### src/rtl/aud_recorder.sv
// aud_recorder: I2S capture path. Deserialises the left-channel word of each
// I2S frame from the codec ADC and writes it to external SRAM at consecutive
// addresses, reporting the address of the last sample written.
module aud_recorder #(
  parameter int                 DATA_W   = 16,
  parameter int                 ADDR_W   = 20,
  parameter logic [ADDR_W-1:0]  MAX_ADDR = {ADDR_W{1'b1}}
) (
  input  logic              i_clk,
  input  logic              i_rst,
  input  logic              i_start,
  input  logic              i_pause,
  input  logic              i_stop,
  input  logic              i_lrc,
  input  logic              i_data,
  output logic [ADDR_W-1:0] o_address,
  output logic [DATA_W-1:0] o_data,
  output logic              o_we,
  output logic [ADDR_W-1:0] o_len,
  output logic              o_full,
  output logic              o_busy
);

  localparam int CNT_W = (DATA_W > 1) ? $clog2(DATA_W) : 1;
  localparam logic [CNT_W-1:0] LAST_BIT = CNT_W'(DATA_W - 1);

  typedef enum logic [2:0] {
    S_IDLE,
    S_WAIT,
    S_SHIFT,
    S_WRITE,
    S_PAUSE
  } state_t;

  state_t            state;
  logic              prev_lrc;
  logic [CNT_W-1:0]  bit_cnt;
  // Only DATA_W-1 bits need holding: the final bit is taken straight from
  // i_data when the completed word is handed to o_data.
  logic [DATA_W-2:0] shift_q;
  logic              lrc_fall;

  // Left slot starts on the falling LR clock edge.
  always_comb begin
    lrc_fall = prev_lrc & ~i_lrc;
  end

  // Capture state machine; every output is a register updated here.
  always_ff @(posedge i_clk or posedge i_rst) begin
    if (i_rst) begin
      state     <= S_IDLE;
      prev_lrc  <= 1'b0;
      bit_cnt   <= '0;
      shift_q   <= '0;
      o_address <= '0;
      o_data    <= '0;
      o_we      <= 1'b0;
      o_len     <= '0;
      o_full    <= 1'b0;
      o_busy    <= 1'b0;
    end else begin
      prev_lrc <= i_lrc;
      o_we     <= 1'b0;
      case (state)
        S_IDLE: begin
          // A fresh start rewinds, overwriting any previous recording.
          if (i_start) begin
            state     <= S_WAIT;
            o_busy    <= 1'b1;
            o_address <= '0;
            o_len     <= '0;
            o_full    <= 1'b0;
          end
        end
        S_WAIT: begin
          if (i_stop) begin
            state  <= S_IDLE;
            o_busy <= 1'b0;
          end else if (i_pause) begin
            state <= S_PAUSE;
          end else if (lrc_fall) begin
            // The bit in this cycle is the I2S one-bit delay; drop it.
            state   <= S_SHIFT;
            bit_cnt <= '0;
          end
        end
        S_SHIFT: begin
          if (i_stop) begin
            state  <= S_IDLE;
            o_busy <= 1'b0;
          end else if (i_pause) begin
            state <= S_PAUSE;
          end else begin
            shift_q <= {shift_q[DATA_W-3:0], i_data};
            bit_cnt <= bit_cnt + 1'b1;
            if (bit_cnt == LAST_BIT) begin
              o_data <= {shift_q, i_data};
              o_we   <= 1'b1;
              state  <= S_WRITE;
            end
          end
        end
        S_WRITE: begin
          // The write always completes; commands only choose where to go next.
          o_len <= o_address;
          if (o_address == MAX_ADDR) begin
            o_full <= 1'b1;
            state  <= S_IDLE;
            o_busy <= 1'b0;
          end else begin
            o_address <= o_address + 1'b1;
            if (i_stop) begin
              state  <= S_IDLE;
              o_busy <= 1'b0;
            end else if (i_pause) begin
              state <= S_PAUSE;
            end else begin
              state <= S_WAIT;
            end
          end
        end
        S_PAUSE: begin
          if (i_stop) begin
            state  <= S_IDLE;
            o_busy <= 1'b0;
          end else if (i_start) begin
            state <= S_WAIT;
          end
        end
        default: begin
          state  <= S_IDLE;
          o_busy <= 1'b0;
        end
      endcase
    end
  end

endmodule
### config.mk
export PLATFORM = sky130hd
export DESIGN_NAME = aud_recorder
export DESIGN_NICKNAME = d
export VERILOG_FILES = /design/src/rtl/aud_recorder.sv
export SDC_FILE = /design/constraint.sdc
export NUM_CORES = 1
export LEC_CHECK = 0
export CORE_ASPECT_RATIO = 0.8
export CORE_MARGIN = 8
export CORE_UTILIZATION = 45
export CTS_CLUSTER_SIZE = 40
export DETAILED_ROUTE_END_ITERATION = 7
export DONT_BUFFER_PORTS = 1
export PLACE_DENSITY_LB_ADDON = 0.25
export SLEW_MARGIN = 10
export SYNTH_ARGS = -nofsm -noshare
export SYNTH_HDL_FRONTEND = slang
export SYNTH_SLANG_ARGS = --single-unit
### constraint.sdc
create_clock -name i_clk -period 4.77 [get_ports i_clk]
set_input_delay 1.1925 -clock i_clk [delete_from_list [all_inputs] [get_ports i_clk]]
set_output_delay 1.1925 -clock i_clk [all_outputs]
set_load 0.005 [all_outputs]
# Word level (Yosys, flattened, before mapping)
# Cells that the tools add are included.
# word_totals
output_inout_bits,59
regBits,82
# classes
muxes,33
n_eq_ne,16
n_reduce_logical,11
bitwise_logic,4
addsub,2
# ops
operator,n
20-bit case mux with 2 select lines,2
20-bit 2-to-1 mux,2
3-bit 2-to-1 mux,11
20-bit by 1-bit adder with 20-bit output (second input constant),1
20-bit == test (second input constant),1
4-bit 2-to-1 mux,5
2-bit != test (second input constant),8
3-bit case mux with 5 select lines,1
1-bit 2-to-1 mux,9
3-bit AND reduction,3
4-bit != test (second input constant),2
4-bit case mux with 2 select lines,1
3-bit by 2-bit == test with 1-bit output (second input constant),2
6-bit AND reduction,1
4-bit by 1-bit adder with 4-bit output (second input constant),1
4-bit == test (second input constant),1
2-bit AND reduction,2
4-bit AND reduction,1
2-bit nonzero test,2
3-bit by 1-bit == test with 1-bit output (second input constant),1
3-bit == test (second input constant),1
3-bit logical NOT,1
1-bit NOT,3
1-bit case mux with 3 select lines,1
3 further kinds,3

# Depth between registers and ports, before layout
# Gate-level depths: netlist (run 1).
# logic_depth
depth_word,6
mapped_depth,7
depth_no_buf,6

# Worst setup path before layout (run 1)
# OpenSTA, ideal clock, no wires.
# synth_path
path_kind,input-to-reg
start,in i_stop
end,reg shift_q[0]
path_buffers,2
required_ps,4645
t_arrival_ps,2667
path_slack_ps,1978
path_stages,6
cell_sequence,clkbuf_1 > nor3_2 > nand2_1 > nor2_1 > buf_2 > mux2_2
# synth_via
elab_chain_len,2
# synth_lines
element,line_no,source
"start, declared",13,"input logic i_stop,"
1-bit NOT (no source line),n/a,
3-bit AND reduction (no source line),n/a,
"end signal, assigned",94,"shift_q <= {shift_q[DATA_W-3:0], i_data};"
"end, declared",40,logic [DATA_W-2:0] shift_q;
# No other way between the ends.
# A chain may end at the register's enable or synchronous reset.

# Worst setup path after layout (run 1)
# layout_path
start,reg state[0]
end,reg o_address[6]
# layout_via
elab_chain_len,3
word_cells_on_any_way,7
classes_between,eq/ne: 3; mux: 1; reduce/logical: 3
# layout_lines
element,line_no,source
"start, declared",35,state_t state;
"start signal, assigned",51,state <= S_IDLE;
"start signal, assigned",68,state <= S_WAIT;
"start signal, assigned",77,state <= S_IDLE;
3-bit by 2-bit == test with 1-bit output / 3-bit logical NOT (equally long branches),64,case (state)
2-bit != test (no source line) / 2-bit nonzero test (equally long branches),n/a,
3-bit AND reduction (no source line),n/a,
"end signal, assigned",111,o_address <= o_address + 1'b1;
"end, declared",16,"output logic [ADDR_W-1:0] o_address,"
# Parallel ways exist; a longest one is shown, timed or not.

==> run_results.csv, run 1 <==
group,metric,value,unit
synthesis,synth_seq_cells,82,
detailed_routing,ant_nets,0,
clock_network,clock_latency,0.35,ns
global_routing,grt_pass1_vias,2200,
placement,placed_area,3630,sq um
worst_setup_path,startpoint_type,"register",
timing,layout_min_cycle_time,2.49,ns
global_routing,met3_usage,0.0638,
global_routing,grt_usage,0.143,
cells_and_area,drive_gt1_frac,0.211,
detailed_routing,wirelength,7.30,mm
cells_and_area,synthToLayoutAreaGrowth,10.2,%
timing,setup_tns,0,ns
worst_setup_path,r2r_start,"state[0]",
detailed_routing,via_count,2242,
clock_network,cts-root-buf,"clkbuf_8",
floorplan,fp.coreArea,7460,sq um
worst_setup_path,reg2reg_depth,4,
timing,finalCritPeriodShare,0.522,
clock_network,clk_pin_slew,0.08,ns
clock_network,cts_resized,0,
timing,worst_pin_slew,0.877,ns
synthesis,seq_area_frac_synth,0.586,
floorplan,io_pins,66,
global_routing,use_met1,0.188,
global_routing,gr-usage-met2,0.208,
clock_network,post_cts.repair.setup_buffers,0,
cells_and_area,design_area,3860,sq um
clock_network,cts_hold_buf,0,
worst_setup_path,worstSetupEndpoint,"o_address[6]",
timing,rsz0062_at_grt,"false",
floorplan,initial_utilization,0.470,
clock_network,cts_tree,"done",
synthesis,yosys.area.top_type,"dfrtp_1",
worst_setup_path,critPathMaxFanout,23,
synthesis,synth.distinct_cells,43,
floorplan,die_area,10900,sq um
global_routing,overflow,0,
detailed_routing,drc,0,
floorplan,row_count,28,
synthesis,synth_edf_count,0,
worst_setup_path,crit_type,"register to register",
synthesis,synthTopCellsByArea,"dfrtp_1 (59%), mux2_2 (10%), a22o_1 (5.0%)",
timing,skew,0.00914,ns
detailed_routing,wl_per_cell,18.3,um
outcome,status,"finished clean",
power,p_leak,1.78,nW
timing,final-hold-violation-count,0,
worst_setup_path,r2r-end,"o_address[6]",
detailed_routing,dr.pass1.iters,6,
cells_and_area,final_cells,399,
worst_setup_path,critPathArrivalTime,2.77,ns
synthesis,yosysWarnings,0,
synthesis,synth_top_area_share,0.586,
detailed_routing,vias_per_cell,5.62,
synthesis,syn-instance-count,286,
worst_setup_path,regToRegSetupSlack,2.28,ns
job,max-cap-violations,0,
placement,port_buffers,0,
worst_setup_path,cp-end-kind,"register",
cells_and_area,finalNetCount,298,
clock_network,numCtsBuffers,9,
clock_network,cts_htree_levels,3,
global_routing,grt_antenna_before_repair,0,
synthesis,syn-mean-instance-area,12.3,sq um
clock_network,cts.path.max_buffers,2,
cells_and_area,final_util,0.518,
power,peakVddDrop,0.169,mV
global_routing,grt_pass1_wl,12.3,mm
placement,hpwl,5.08,mm
floorplan,dieHeight,94.9,um
worst_setup_path,required,5.05,ns
hold_path,worstHoldStart,"shift_q[14]",
timing,fin_hold_ws,0.510,ns
placement,dp_cells,383,
synthesis,async_flop_share,1.00,
synthesis,synth_flop_cell,"dfrtp_1",
timing,relSlewSlack,0.410,
hold_path,hold_class,"register to register",
timing,fmax,402,MHz
power,power.density,368,nW/um^2
cells_and_area,diodes,0,
timing,finalSetupViolCount,0,
synthesis,synth_fp_nets,295,
global_routing,busiest_layer,"met2",
timing,report.final.slew_viol_count,0,
floorplan,die_x,115,um
placement,place.gp.congestion,0.796,
global_routing,grt_max_degree,46,
synthesis,syn_area,3500,sq um
clock_network,cts.sinks,82,
worst_setup_path,cp-startpoint,"state[0]",
detailed_routing,drtIter0Drc,107,
==> through the flow <==
stage               power [W]  worst slack (ns)
finish                0.00142              2.28
global route          0.00149              2.00
CTS                   0.00144              2.24
detailed placement   0.000843              2.18
global placement     0.000842              2.23
floorplan            0.000820              1.47
==> cell usage after synthesis, types with 2 or more instances <==
master and n:
a211oi_1 3, a21o_1 2, a21oi_1 4, a22o_1 20, a31oi_1 2, buf_2 3
clkbuf_1 9, dfrtp_1 82, ha_1 2, inv_1 4, mux2_2 32, mux2i_1 2
nand2_1 18, nand2b_1 2, nand3_1 13, nand3b_1 2, nand4_1 5, nor2_1 18
nor3_1 5, nor3_2 2, nor3b_1 7, nor4_1 5, o21ai_0 6, o22ai_1 2
o31ai_1 3, or3_1 3, or3_4 2, xnor2_1 8, xor2_1 6
==> cell families (layout without fill, tap and decap cells) <==
| family | after synthesis | after routing | synth area share |
|---|---|---|---|
| flip-flops | 82 | 82 | 0.586 |
| AO/OA/AOI/OAI | 47 | 47 | 0.101 |
| adder cells (fa/ha/maj) | 2 | 2 | 0.00714 |
| buffers and inverters | 17 | 25 | 0.0193 |
| multiplexers | 34 | 34 | 0.109 |
| XOR/XNOR | 14 | 14 | 0.0350 |
| AND/OR/NAND/NOR | 90 | 90 | 0.144 |
==> critical path, cell delays in order (launching register included) <==
cell and delay (ns):
dfrtp_1 0.67, and3b_1 0.81, nand2_1 0.22, or4_2 0.57
a21oi_1 0.15
==> registers in the layout, summed over array words and instances, names as in the netlist <==
register,count
o_data,16
o_full,1
bit_cnt,4
o_address,20
shift_q,15
o_len,20
o_busy,1
o_we,1
state,3
prev_lrc,1
==> cell type report <==
| cell class | count | area [sq um] |
|---|---|---|
| Inverter | 4 | 16.3 |
| Timing Repair Buffer | 5 | 37.5 |
| Clock buffer | 11 | 131 |
| Tap cell | 105 | 131 |
| Multi-Input combinational cell | 187 | 1390 |
| Clock inverter | 5 | 103 |
| Sequential cell | 82 | 2050 |
| Fill cell | 670 | 3600 |
==> how the worst min path moves through the flow <==
stage             endpoint  slack [ns]  cells after the start
4_1_cts        shift_q[14]        0.52                      1
5_1_grt          o_data[2]        0.54                      1
3_3_place_gp    o_data[15]        0.49                      1
2_1_floorplan     o_len[8]        0.47                      2
3_5_place_dp   shift_q[14]        0.50                      1
6_report       shift_q[14]        0.51                      1
==> cell usage in the layout (no fill, tap or decap), drive strengths merged, types with 3 or more instances in the layout <==
master and count:
a211oi 3, nor4 5, nor3 7, inv 3, a21oi 4, nand3 13
xor2 6, nand2 18, mux2 32, o31ai 3, clkbuf 11, o21ai 6
nor2 18, a22o 21, nand4 6, dfrtp 82, or3 5, buf 5
nor3b 7, bufinv 3, xnor2 8
==> layer usage <==
metal / vias up / routed length (um)
met2: 71 / 3170
met4: 0 / 57
li1: 1054 / -
met5: - / 0
met1: 1113 / 3330
met3: 4 / 746
==> power breakdown <==
part	switching [W]	internal, W
clock network	0.000245	0.000348
registers	0.0000298	0.000713
logic	0.0000525	0.0000330
total	0.000328	0.00109
(Power assumes the default switching activity.)
==> inputs of run 2 (changes only) <==
==> constraint.sdc (replaced) <==
create_clock -name i_clk -period 2.4 [get_ports i_clk]
set_input_delay 0.6 -clock i_clk [delete_from_list [all_inputs] [get_ports i_clk]]
set_output_delay 0.6 -clock i_clk [all_outputs]
set_load 0.005 [all_outputs]
==> run_results.csv, run 2 (synthesized netlist as in run 1, its figures left out) <==
group,metric,value,unit
timing,setup_ws,0.252,ns
power,power.density,716,nW/um^2
cells_and_area,diodes,0,
cells_and_area,synthToLayoutAreaGrowth,12.6,%
job,max-cap-violations,0,
power,power,0.00283,W
worst_setup_path,cp-end-kind,"register",
floorplan,io_pins,66,
timing,relSlewSlack,0.533,
power,peakVddDrop,0.268,mV
global_routing,grt_pass1_vias,2280,
global_routing,grt_max_degree,44,
timing,rsz0062_at_grt,"false",
clock_network,cts-root-buf,"clkbuf_8",
timing,finalCritPeriodShare,0.895,
clock_network,cts.path.max_buffers,2,
timing,worst_pin_slew,0.694,ns
detailed_routing,via_count,2280,
timing,finalSetupViolCount,0,
timing,layout_min_cycle_time,2.15,ns
outcome,status,"finished clean",
worst_setup_path,critPathArrivalTime,2.42,ns
clock_network,cts_hold_buf,0,
cells_and_area,multiInputGateArea,1390,sq um
worst_setup_path,startpoint_type,"register",
timing,setup_tns,0,ns
detailed_routing,wl_met3,773,um
floorplan,dieHeight,94.9,um
detailed_routing,wl_met1,3.47,mm
clock_network,clk_pin_slew,0.08,ns
detailed_routing,vias_per_cell,5.57,
floorplan,initial_utilization,0.470,
floorplan,row_count,28,
cells_and_area,fillers,657,
timing,skew,0.00736,ns
floorplan,die_area,10900,sq um
timing,final-hold-violation-count,0,
detailed_routing,dr.pass1.iters,4,
floorplan,fp.coreArea,7460,sq um
worst_setup_path,required,2.67,ns
timing,fmax,466,MHz
clock_network,cts_resized,0,
cells_and_area,drive_gt1_frac,0.240,
cells_and_area,reg_top3,"o_address: 20 flops, o_len: 20 flops, o_data: 16 flops",
placement,hpwl,5.21,mm
timing,report.final.slew_viol_count,0,
global_routing,overflow,0,
power,p_leak,1.84,nW
detailed_routing,drtIter0Drc,181,
hold_path,hold_class,"input port to async pin",
placement,place.gp.congestion,0.823,
global_routing,grt_usage,0.144,
worst_setup_path,critPathMaxFanout,7,
placement,pre_cts_ws,0.300,ns
cells_and_area,regArea,2050,sq um
clock_network,cts_tree,"done",
cells_and_area,final_cell_mix,"dfrtp_1 (82), mux2_2 (32), a22o_1 (20), nand2_1 (18), nor2_1 (18)",
clock_network,numCtsBuffers,9,
detailed_routing,wl_per_cell,18.1,um
detailed_routing,ant_nets,0,
detailed_routing,dr_wl_met2,3.03,mm
clock_network,cts_htree_levels,3,
global_routing,grt_pass1_wl,12.3,mm
floorplan,die_x,115,um
clock_network,cts.sinks,82,
cells_and_area,final_common_cell,"dfrtp_1",
clock_network,post_cts.repair.setup_buffers,0,
detailed_routing,topRoutingLayerUsed,"met4",
placement,port_buffers,0,
detailed_routing,wirelength,7.39,mm
detailed_routing,drc,0,
global_routing,grt_antenna_before_repair,0,
clock_network,clock_latency,0.34,ns
worst_setup_path,crit_type,"register to register",
cells_and_area,finalNetCount,309,
==> run 2: cell types whose count changed in the layout (fill, tap and decap cells not counted), sizes merged <==
cell    delta
buf       +11
clkbuf     -1
==> run 2: metal layers <==
| layer | vias to the layer above | global-route usage |
|---|---|---|
| met5 | - | 0 |
| met1 | 1132 | 0.196 |
| met2 | 68 | 0.195 |
| met3 | 9 | 0.0676 |
| li1 | 1071 | - |
| met4 | 0 | 0.0475 |
==> run 2: layout make-up <==
| type | instances | share of cell area |
|---|---|---|
| Clock buffer | 10 | 0.0323 |
| Clock inverter | 5 | 0.0263 |
| Inverter | 4 | 0.00476 |
| Multi-Input combinational cell | 187 | 0.353 |
| Sequential cell | 82 | 0.520 |
| Tap cell | 105 | 0.0333 |
| Timing Repair Buffer | 16 | 0.0304 |
==> run 2: final timing paths <==
check                                endpoint         start  depth (start not counted)  slack (ns)
min in group i_clk                   prev_lrc         i_lrc                          0        0.28
worst min-delay path                o_len[13]         i_rst                          2        0.26
max in group asynchronous         shift_q[13]         i_rst                          2        1.74
worst max register to register  o_address[17]  o_address[2]                          5        0.25
worst max-delay path            o_address[17]  o_address[2]                          5        0.25
worst min register to register     o_data[15]   shift_q[14]                          1        0.51
==> run 2: stage by stage <==
step | util | hold slack [ns] | cell area (sq um) | instances
6_report | 0.529 | 0.264 | 3950 | 409
5_1_grt | 0.529 | 0.247 | 3950 | 409
4_1_cts | 0.529 | 0.251 | 3950 | 409
3_5_place_dp | 0.498 | 0.510 | 3710 | 394
3_3_place_gp | 0.498 | 0.494 | 3710 | 394
2_1_floorplan | - | 0.471 | 3510 | 286
==> run 2: critical path: stages (launching register included) <==
cell	delay, ns
dfrtp_1	0.51
nand4_2	0.21
or3_4	0.46
or3_4	0.39
or3_1	0.35
a21oi_1	0.15
==> run 2: power by group <==
part / leakage, nW / internal (W) / switching [W]
Combinational: 0.583 / 0.0000793 / 0.000135
Sequential: 1.14 / 0.00142 / 0.0000348
Clock: 0.116 / 0.000686 / 0.000474
